===== src/rtl/lsu_unit.sv =====
// Load/store unit between the ALU and data memory: one valid/ready beat per access, load data extended for writeback.
// Latency: store 2 cycles from capture to done with mem_ready high; load 2 cycles plus memory read latency.
// Backpressure: holds mem_valid and request fields until mem_ready; busy stalls the core for the whole access.
//
// Ports:
//   clk, reset                      core clock, synchronous active-high reset
//   req_valid/req_write/req_size/   core request; held until done
//   req_unsigned/addr/wdata
//   busy, done, rdata, misaligned   stall, completion pulse, load result, misaligned-reject flag
//   mem_valid/mem_ready/mem_we/     data memory request channel (word-aligned address, byte enables)
//   mem_addr/mem_wdata/mem_be
//   mem_rvalid/mem_rdata            data memory read return
//
// Optional build macro LSU_MISALIGN_SPLIT_EN: when defined, misaligned accesses are split into
// two word beats (REQ2/WAIT2) instead of being rejected; misaligned is then tied low.

module lsu_unit #(
  parameter int ADDR_WIDTH = 32
) (
  input  logic                  clk,
  input  logic                  reset,
  input  logic                  req_valid,
  input  logic                  req_write,
  input  logic [1:0]            req_size,
  input  logic                  req_unsigned,
  input  logic [ADDR_WIDTH-1:0] addr,
  input  logic [31:0]           wdata,
  output logic                  busy,
  output logic                  done,
  output logic [31:0]           rdata,
  output logic                  misaligned,
  output logic                  mem_valid,
  input  logic                  mem_ready,
  output logic                  mem_we,
  output logic [ADDR_WIDTH-1:0] mem_addr,
  output logic [31:0]           mem_wdata,
  output logic [3:0]            mem_be,
  input  logic                  mem_rvalid,
  input  logic [31:0]           mem_rdata
);

  typedef enum logic [2:0] {
    IDLE  = 3'd0,
    REQ   = 3'd1,
    WAIT  = 3'd2,
    RESP  = 3'd3,
    REQ2  = 3'd4,
    WAIT2 = 3'd5
  } state_t;

  state_t state;

  // Captured request attributes needed after the IDLE cycle.
  logic [1:0] off_q;
  logic [1:0] size_q;
  logic       unsigned_q;
  logic       write_q;

  // Sign/zero extension of a right-justified byte/half; word passes through.
  function automatic logic [31:0] extend(input logic [31:0] v,
                                         input logic [1:0]  sz,
                                         input logic        uns);
    logic [31:0] r;
    case (sz)
      2'b00:   r = uns ? {24'h0, v[7:0]}  : {{24{v[7]}}, v[7:0]};
      2'b01:   r = uns ? {16'h0, v[15:0]} : {{16{v[15]}}, v[15:0]};
      default: r = v;
    endcase
    return r;
  endfunction

  // Request decode, valid only while sampled in IDLE.
  logic [1:0]            off;
  logic [3:0]            base_be;
  logic [3:0]            be_lo;
  logic                  req_mis;
  logic [31:0]           rep_data;
  logic [ADDR_WIDTH-1:0] word_addr;

  assign off       = addr[1:0];
  assign word_addr = {addr[ADDR_WIDTH-1:2], 2'b00};
  assign be_lo     = base_be << off;

  always_comb begin
    base_be  = 4'b1111;
    rep_data = wdata;
    req_mis  = 1'b0;
    case (req_size)
      2'b00: begin
        base_be  = 4'b0001;
        rep_data = {4{wdata[7:0]}};
      end
      2'b01: begin
        base_be  = 4'b0011;
        rep_data = {2{wdata[15:0]}};
        req_mis  = off[0];
      end
      default: begin
        req_mis  = (off != 2'b00);
      end
    endcase
  end

  // Load lane select: move the addressed lane down to bit 0.
  logic [5:0]  rd_sh;
  logic [31:0] lane_data;
  assign rd_sh     = {1'b0, off_q, 3'b000};
  assign lane_data = mem_rdata >> rd_sh;

`ifdef LSU_MISALIGN_SPLIT_EN
  // Split path: beat 1 carries lanes off..3 of word W, beat 2 the spill into word W+4.
  logic [5:0]  wr_sh;
  logic [31:0] rot_data;
  logic [3:0]  be_hi;
  logic [3:0]  be2_q;
  logic        split_q;
  logic [31:0] beat1_q;
  logic [31:0] joined;

  assign wr_sh    = {1'b0, off, 3'b000};
  // off is never 0 on the split path, so the complementary shift stays below 32.
  assign rot_data = (wdata << wr_sh) | (wdata >> (6'd32 - wr_sh));
  assign be_hi    = base_be >> (3'd4 - {1'b0, off});
  assign joined   = (beat1_q >> rd_sh) | (mem_rdata << (6'd32 - rd_sh));
  assign misaligned = 1'b0;
`else
  logic misaligned_q;
  assign misaligned = misaligned_q;
`endif

  assign busy = (state == REQ) || (state == WAIT) || (state == REQ2) ||
                (state == WAIT2) || ((state == IDLE) && req_valid);

  always_ff @(posedge clk) begin
    if (reset) begin
      state      <= IDLE;
      mem_valid  <= 1'b0;
      mem_we     <= 1'b0;
      mem_addr   <= '0;
      mem_wdata  <= 32'h0;
      mem_be     <= 4'b0000;
      rdata      <= 32'h0;
      done       <= 1'b0;
      off_q      <= 2'b00;
      size_q     <= 2'b00;
      unsigned_q <= 1'b0;
      write_q    <= 1'b0;
`ifdef LSU_MISALIGN_SPLIT_EN
      be2_q      <= 4'b0000;
      split_q    <= 1'b0;
      beat1_q    <= 32'h0;
`else
      misaligned_q <= 1'b0;
`endif
    end else begin
      done <= 1'b0;
`ifndef LSU_MISALIGN_SPLIT_EN
      misaligned_q <= 1'b0;
`endif
      case (state)
        IDLE: begin
          if (req_valid) begin
            off_q      <= off;
            size_q     <= req_size;
            unsigned_q <= req_unsigned;
            write_q    <= req_write;
            if (!req_mis) begin
              mem_valid <= 1'b1;
              mem_we    <= req_write;
              mem_addr  <= word_addr;
              mem_be    <= be_lo;
              mem_wdata <= rep_data;
`ifdef LSU_MISALIGN_SPLIT_EN
              split_q   <= 1'b0;
`endif
              state     <= REQ;
            end else begin
`ifdef LSU_MISALIGN_SPLIT_EN
              mem_valid <= 1'b1;
              mem_we    <= req_write;
              mem_addr  <= word_addr;
              mem_be    <= be_lo;
              mem_wdata <= rot_data;
              be2_q     <= be_hi;
              split_q   <= 1'b1;
              state     <= REQ;
`else
              // Rejected: no memory beat, loads return zero.
              if (!req_write) rdata <= 32'h0;
              done         <= 1'b1;
              misaligned_q <= 1'b1;
              state        <= RESP;
`endif
            end
          end
        end

        REQ: begin
          if (mem_ready) begin
            mem_valid <= 1'b0;
            if (!write_q) begin
              state <= WAIT;
            end else begin
`ifdef LSU_MISALIGN_SPLIT_EN
              if (split_q) begin
                mem_valid <= 1'b1;
                mem_addr  <= mem_addr + ADDR_WIDTH'(4);
                mem_be    <= be2_q;
                state     <= REQ2;
              end else begin
                done  <= 1'b1;
                state <= RESP;
              end
`else
              done  <= 1'b1;
              state <= RESP;
`endif
            end
          end
        end

        WAIT: begin
          if (mem_rvalid) begin
`ifdef LSU_MISALIGN_SPLIT_EN
            if (split_q) begin
              beat1_q   <= mem_rdata;
              mem_valid <= 1'b1;
              mem_addr  <= mem_addr + ADDR_WIDTH'(4);
              mem_be    <= be2_q;
              state     <= REQ2;
            end else begin
              rdata <= extend(lane_data, size_q, unsigned_q);
              done  <= 1'b1;
              state <= RESP;
            end
`else
            rdata <= extend(lane_data, size_q, unsigned_q);
            done  <= 1'b1;
            state <= RESP;
`endif
          end
        end

`ifdef LSU_MISALIGN_SPLIT_EN
        REQ2: begin
          if (mem_ready) begin
            mem_valid <= 1'b0;
            if (write_q) begin
              done  <= 1'b1;
              state <= RESP;
            end else begin
              state <= WAIT2;
            end
          end
        end

        WAIT2: begin
          if (mem_rvalid) begin
            rdata <= extend(joined, size_q, unsigned_q);
            done  <= 1'b1;
            state <= RESP;
          end
        end
`endif

        // done was raised on entry; return to IDLE without capturing.
        RESP: state <= IDLE;

        default: state <= IDLE;
      endcase
    end
  end

endmodule


===== config.mk =====
export PLATFORM = sky130hd
export DESIGN_NAME = lsu_unit
export DESIGN_NICKNAME = d
export VERILOG_FILES = /design/src/rtl/lsu_unit.sv
export SDC_FILE = /design/constraint.sdc
export NUM_CORES = 1
export LEC_CHECK = 0
export ABC_AREA = 1
export ABC_CLOCK_PERIOD_IN_PS = 2020
export BUFFER_PORTS_ARGS = -buffer_cell sky130_fd_sc_hd__clkbuf_2
export CAP_MARGIN = 25
export CORE_MARGIN = 2
export CORE_UTILIZATION = 45
export DETAILED_ROUTE_END_ITERATION = 7
export GPL_TIMING_DRIVEN = 1
export PLACE_DENSITY = 0.72
export SYNTH_ARGS = -nofsm -noshare
export SYNTH_HDL_FRONTEND = slang
export SYNTH_SLANG_ARGS = --single-unit

===== constraint.sdc =====
create_clock -name clk -period 2.02 [get_ports clk]
set_clock_uncertainty 0.2 [all_clocks]
set_input_delay 0.202 -clock clk [delete_from_list [all_inputs] [get_ports clk]]
set_output_delay 0.202 -clock clk [all_outputs]
set_load 0.1 [all_outputs]

### After elaboration in Yosys (flattened, before gate mapping)

Index checks and enable logic that the tools add are counted.

* flip-flop bits (word level): 111
* input bits: 105
* output and inout bits: 105
* word-level logic and storage cells: 73

* equal/unequal tests: 12
* shift operators: 2
* muxes and demuxes: 27
* bitwise gates (word level): 2
* reduce and logical (&&, ||, !) cells: 17

Operator list (count)
* 32-bit 2-to-1 mux: 6
* 32-bit one-hot mux with 2 select lines: 3
* 32-bit by 5-bit >> shifter with 32-bit output: 1
* 2-bit inequality test, second input constant: 6
* 1-bit 2-to-1 mux: 9
* 3-bit 2-to-1 mux: 3
* 3-bit one-hot mux with 3 select lines: 1
* 4-bit one-hot mux with 2 select lines: 1
* 3-bit equality test, second input constant: 2
* 3-bit AND reduction: 2
* 2-bit nonzero test: 3
* 5-bit AND reduction: 1
* 2-bit by 1-bit equality test with 1-bit output, second input constant: 2
* 2-bit zero test: 2
* 1-bit logical OR: 4
* 1-bit one-hot mux with 2 select lines: 2
* 4-bit AND reduction: 1
* 4-bit by 2-bit left shift with 4-bit output: 1
* 3-bit by 1-bit equality test with 1-bit output, second input constant: 1
* 3-bit by 2-bit equality test with 1-bit output, second input constant: 1
* 3-bit zero test: 1
* 1-bit one-hot mux with 3 select lines: 1
* 2-bit 2-to-1 mux: 1
* 1-bit inverter: 2
* 3 further kinds: 3

### Depth between registers and ports, before layout

* word-level depth: 5
* depth in mapped cells: 10
* gate-level depth less buffers: 9

### Least setup slack after synthesis

No wires, ideal clock.

* path kind: reg-to-reg
* from: register state[0]
* to: register rdata[28]
* setup time: 0.070 ns
* data arrival time: 1.497 ns
* required time: 1.750 ns
* slack: 0.252 ns
* stages on the path, launching flop included: 11
* buffers on the path: 3
* clock period less this slack: 1.768 ns
* cell sequence: dfxtp_1 inv_1 ha_1 buf_4 inv_2 or2_4 nand3_4 buf_6 buf_6 nand2_1 a21oi_1

* longest elaborated chain between the ends: 3
* elaborated cells on any way between the ends: 9
* those cells by class: eq/ne (5); mux (1); reduce/logical (3)

Ends and longest elaborated chain
* start: declaration: line 51 `state_t state;`
* start signal: assignment: line 136 `state <= IDLE;`
* start signal: assignment: line 176 `state <= REQ;`
* start signal: assignment: line 192 `state <= RESP;`
* 3-bit by 2-bit equality test with 1-bit output / 3-bit zero test (equally long branches): line 160 `case (state)`
* 2-bit inequality test (no source line) / 2-bit nonzero test (equally long branches)
* 5-bit AND reduction (no source line)
* end signal: assignment: line 237 `rdata <= extend(lane_data, size_q, unsigned_q);`
* end: declaration: line 30 `output logic [31:0] rdata,`

Several ways; a longest one is shown, not always the timed one.
A chain may end at the register's enable or synchronous reset.

### Worst setup path after layout

* from: register state[1]
* to: output port busy

* longest elaborated chain between the ends: 5
* elaborated cells on any way between the ends: 10
* those cells by class: eq/ne (4); reduce/logical (6)

Ends and longest elaborated chain
* 3-bit by 1-bit equality test with 1-bit output / 3-bit by 2-bit equality test with 1-bit output (equally long branches): line 131 `assign busy = (state == REQ) || (state == WAIT) || (state == REQ2) ||`
* 1-bit logical OR (3 in series): line 131
* 1-bit logical OR *: line 132 `(state == WAIT2) || ((state == IDLE) && req_valid);`
* end: declaration: line 28 `output logic busy,`

Every way passes the cells marked *; elsewhere a longest branch is shown, timed or not.

==> flow_results.xml <==
<?xml version="1.0" encoding="UTF-8"?>
<metrics>
  <group name="setup_path">
    <metric name="worst_setup_path_start_kind" unit="">flop</metric>
    <metric name="critical_path_class" unit="">flop to primary output</metric>
    <metric name="worst-path-max-fanout" unit="">5</metric>
    <metric name="data_arrival_at_the_endpoint_of_the_critical_path" unit="ns">1.57</metric>
    <metric name="endpoint_class_of_the_critical_path" unit="">primary output</metric>
    <metric name="path_cells" unit="">inv_2, ha_4, nand2_4, inv_1, or2_2, buf_12</metric>
    <metric name="worst-endpoint-required" unit="ns">1.62</metric>
    <metric name="crit_slowest_cell" unit="">sky130_fd_sc_hd__dfxtp_2</metric>
    <metric name="cp_slowest_stage_delay" unit="ns">0.36</metric>
  </group>
  <group name="logic_synthesis">
    <metric name="yosysWarningCount" unit="">0</metric>
    <metric name="synth.yosys.seq_area_share" unit="%">41.0</metric>
    <metric name="ys_types" unit="">27</metric>
    <metric name="synth-edff-count" unit="">0</metric>
    <metric name="synthesis.area" unit="mm^2">0.00537</metric>
    <metric name="share_of_synthesized_flip_flops_with_an_asynchronous_set_or_reset" unit="%">0</metric>
    <metric name="ys_ff_latch" unit="">110</metric>
    <metric name="post_synth_most_frequent_cells" unit="">293 x sky130_fd_sc_hd__nand2_1, 111 x sky130_fd_sc_hd__nand3_1, 110 x sky130_fd_sc_hd__dfxtp_1, 107 x sky130_fd_sc_hd__a21oi_1, 41 x sky130_fd_sc_hd__nor2_1</metric>
    <metric name="synth.most_common_cell" unit="">sky130_fd_sc_hd__nand2_1</metric>
    <metric name="post_synth_inst_count" unit="">805</metric>
    <metric name="yosys.area.top_type" unit="">sky130_fd_sc_hd__dfxtp_1</metric>
    <metric name="synth_top_cells_by_area" unit="">sky130_fd_sc_hd__dfxtp_1 41%, sky130_fd_sc_hd__nand2_1 20%, sky130_fd_sc_hd__nand3_1 10%</metric>
    <metric name="syn-mean-instance-area" unit="um^2">6.67</metric>
    <metric name="share_of_the_synthesized_area_in_the_top_cell_type" unit="%">41.0</metric>
    <metric name="postSynth.topFlopCell" unit="">sky130_fd_sc_hd__dfxtp_1</metric>
  </group>
  <group name="sta">
    <metric name="worst_hold_slack" unit="ns">0.00458</metric>
    <metric name="setup-violations-final" unit="">0</metric>
    <metric name="final_hold_viol_count" unit="">0</metric>
    <metric name="achievable-frequency" unit="GHz">0.508</metric>
    <metric name="timing_worst_slew_pin_value" unit="ns">0.569</metric>
    <metric name="post_route_clock_period_utilization" unit="%">97.5</metric>
    <metric name="slew_headroom" unit="%">62.2</metric>
    <metric name="layout_min_cycle_time" unit="ns">1.97</metric>
    <metric name="timing.final.max_slew_violations" unit="">0</metric>
  </group>
  <group name="worst_hold_path">
    <metric name="hold_crit_class" unit="">primary input to flop</metric>
  </group>
  <group name="cells_and_area">
    <metric name="synthToLayoutAreaGrowth" unit="%">37.0</metric>
    <metric name="layout.filler_cells" unit="">1091</metric>
    <metric name="design.final.nets" unit="">1144</metric>
    <metric name="antenna_cells" unit="">0</metric>
    <metric name="finished_layout_cell_area" unit="mm^2">0.00736</metric>
    <metric name="final_layout_size_suffix_gt1_share" unit="%">26.4</metric>
    <metric name="fin_util" unit="%">63.9</metric>
  </group>
  <group name="grt">
    <metric name="grt_start_max_net_pins" unit="">67</metric>
    <metric name="grt_pass1_vias" unit="">5358</metric>
    <metric name="grt_pass1_wl" unit="um">25900</metric>
    <metric name="antenna_found_initial" unit="">0</metric>
    <metric name="gr-usage-all-layers" unit="%">24.5</metric>
    <metric name="globalRoute.totalOverflow" unit="">0</metric>
  </group>
  <group name="clock_network">
    <metric name="cts_tree" unit="">built</metric>
    <metric name="cts_num_sinks" unit="">110</metric>
    <metric name="clkLatencyLatePin" unit="ns">0.35</metric>
    <metric name="clock_path_buffers" unit="">2</metric>
    <metric name="cts_buffers" unit="">9</metric>
    <metric name="clock_tree.root_cell" unit="">sky130_fd_sc_hd__clkbuf_16</metric>
    <metric name="worst_setup_hold_path_clk_slew" unit="ns">0.07</metric>
    <metric name="cts_max_level" unit="">3</metric>
  </group>
  <group name="routing">
    <metric name="drtIter0Drc" unit="">374</metric>
    <metric name="routed_wire_length_per_instance" unit="um">14.1</metric>
    <metric name="drt.antenna.violating_nets" unit="">0</metric>
    <metric name="via_per_inst" unit="">4.99</metric>
    <metric name="detailedRoute.firstPassIterationCount" unit="">7</metric>
    <metric name="routed_wl" unit="um">16700</metric>
    <metric name="route.detailed.drc" unit="">12</metric>
    <metric name="vias" unit="">5903</metric>
  </group>
  <group name="die">
    <metric name="design.die.area" unit="mm^2">0.0128</metric>
    <metric name="chipHeight" unit="um">113</metric>
    <metric name="number_of_placement_rows" unit="">39</metric>
    <metric name="die_x" unit="um">113</metric>
    <metric name="initial_standard_cell_utilization_of_the_core" unit="%">46.6</metric>
    <metric name="placeableCoreArea" unit="mm^2">0.0115</metric>
    <metric name="io_pins" unit="">210</metric>
  </group>
  <group name="placed_design">
    <metric name="placedInstanceArea" unit="mm^2">0.00646</metric>
    <metric name="dp.final_hpwl" unit="um">11000</metric>
    <metric name="buffer_ports.inserted" unit="">207</metric>
    <metric name="gp_routability_congestion" unit="">0.907</metric>
  </group>
  <group name="job">
    <metric name="max_cap_viol_count" unit="">0</metric>
  </group>
  <group name="power_and_ir_drop">
    <metric name="max-vdd-ir-drop" unit="uV">482</metric>
    <metric name="power.density" unit="mW/mm^2">1160</metric>
    <metric name="power_leakage" unit="nW">3.41</metric>
  </group>
  <group name="outcome">
    <metric name="violated_checks" unit="">design-rule violations</metric>
    <metric name="outcome" unit="">finished, violations left</metric>
  </group>
</metrics>
==> cell usage in the layout, fill, tap and decap left out, types with 4 or more instances in the layout <==
cell type and n:
sky130_fd_sc_hd__nand2_1 292, sky130_fd_sc_hd__clkbuf_2 205, sky130_fd_sc_hd__nand3_1 111, sky130_fd_sc_hd__dfxtp_1 108
sky130_fd_sc_hd__a21oi_1 105, sky130_fd_sc_hd__dlygate4sd3_1 45, sky130_fd_sc_hd__nor2_1 41, sky130_fd_sc_hd__inv_1 27
sky130_fd_sc_hd__o21ai_0 19, sky130_fd_sc_hd__buf_4 17, sky130_fd_sc_hd__clkbuf_16 11, sky130_fd_sc_hd__inv_2 8
sky130_fd_sc_hd__o31ai_1 7, sky130_fd_sc_hd__buf_12 7, sky130_fd_sc_hd__nand2_2 4
==> through the flow <==
| stage | total power [mW] | setup WS [ns] | setup TNS [ns] | instances |
|---|---|---|---|---|
| 2_1_floorplan | 5.71 | 0.252 | 0 | 806 |
| 3_3_place_gp | 6.43 | 0.0857 | 0 | 1116 |
| 3_5_place_dp | 6.43 | 0.0292 | 0 | 1116 |
| 4_1_cts | 8.36 | 0.0103 | 0 | 1178 |
| 5_1_grt | 8.95 | -0.00733 | -0.00733 | 1183 |
| 6_report | 8.51 | 0.0502 | 0 | 1183 |
==> logic make-up (layout without fill, tap and decap cells) <==
group,Yosys count,in the layout,synth area share [%]
buffers and inverters,95,329,8.80
adder cells (fa/ha/maj),4,4,0.932
flip-flops,110,110,41.0
other,1,2,0.0698
AND/OR/NAND/NOR,461,461,36.3
AO/OA/AOI/OAI,134,134,12.9
==> registers in the layout (all words and copies together) (netlist names) <==
name	count
write_q	1
unsigned_q	1
off_q	2
state	2
mem_wdata	32
mem_we	1
mem_addr	30
done	1
misaligned	1
size_q	2
rdata	32
mem_be	4
mem_valid	1
==> critical path: cells and delay by family, from the launching register on <==
kind                       cells  cell delay, ns
DFF                            1            0.36
adders and majority gates      1            0.18
and+or+nand+nor                2            0.37
buffers and inverters          3            0.30
==> power breakdown <==
group | total (mW) | internal (mW) | switching (mW) | leakage, nW
Combinational | 4.15 | 1.10 | 3.05 | 2.38
Sequential | 2.54 | 2.41 | 0.132 | 0.895
Clock | 1.82 | 0.998 | 0.820 | 0.142
==> metal layers <==
layer	GRT usage, %	share of wire (%)	up-vias
li1	-	-	3068
met1	33.2	45	2603
met2	38.7	45	207
met3	5.25	7.5	25
met4	8.46	2.0	0
met5	0	0	-
==> path summary, 6_finish.rpt <==
| path | from | depth (start not counted) | to | slack (ns) |
|---|---|---|---|---|
| worst min register to register | mem_addr[3]$_SDFFE_PP0P_ | 2 | mem_addr[3]$_SDFFE_PP0P_ | 0.26 |
| worst max register to register | state[0]$_SDFFE_PP0P_ | 10 | rdata[22]$_SDFFE_PP0P_ | 0.10 |
| worst min-delay path | wdata[19] | 5 | mem_wdata[19]$_SDFFE_PP0P_ | 0.005 |
| worst max-delay path | state[1]$_SDFFE_PP0P_ | 6 | busy | 0.05 |
==> layout make-up <==
| type | instances | area [um^2] | share of cell area [%] |
|---|---|---|---|
| clock buffers | 11 | 243 | 3.30 |
| clock inverters | 5 | 58.8 | 0.799 |
| inverters | 36 | 138 | 1.87 |
| multi-input cells | 601 | 2730 | 37.1 |
| flip-flops and latches | 110 | 2210 | 30.0 |
| well taps | 143 | 179 | 2.43 |
| repair buffers | 277 | 1810 | 24.5 |
==> repair_timing <==
| item | 4_1_cts | 5_1_grt |
|---|---|---|
| buffers inserted | 1 | 2 |
| hold buffers | 45 | 0 |
| gates resized for setup | 5 | 10 |
| hold endpoints to repair | 51 | 0 |
| gates cloned | 0 | 3 |
| endpoints found under the setup margin | 3 | 79 |
| pin swaps | 1 | 2 |
(Power assumes the default switching activity.)
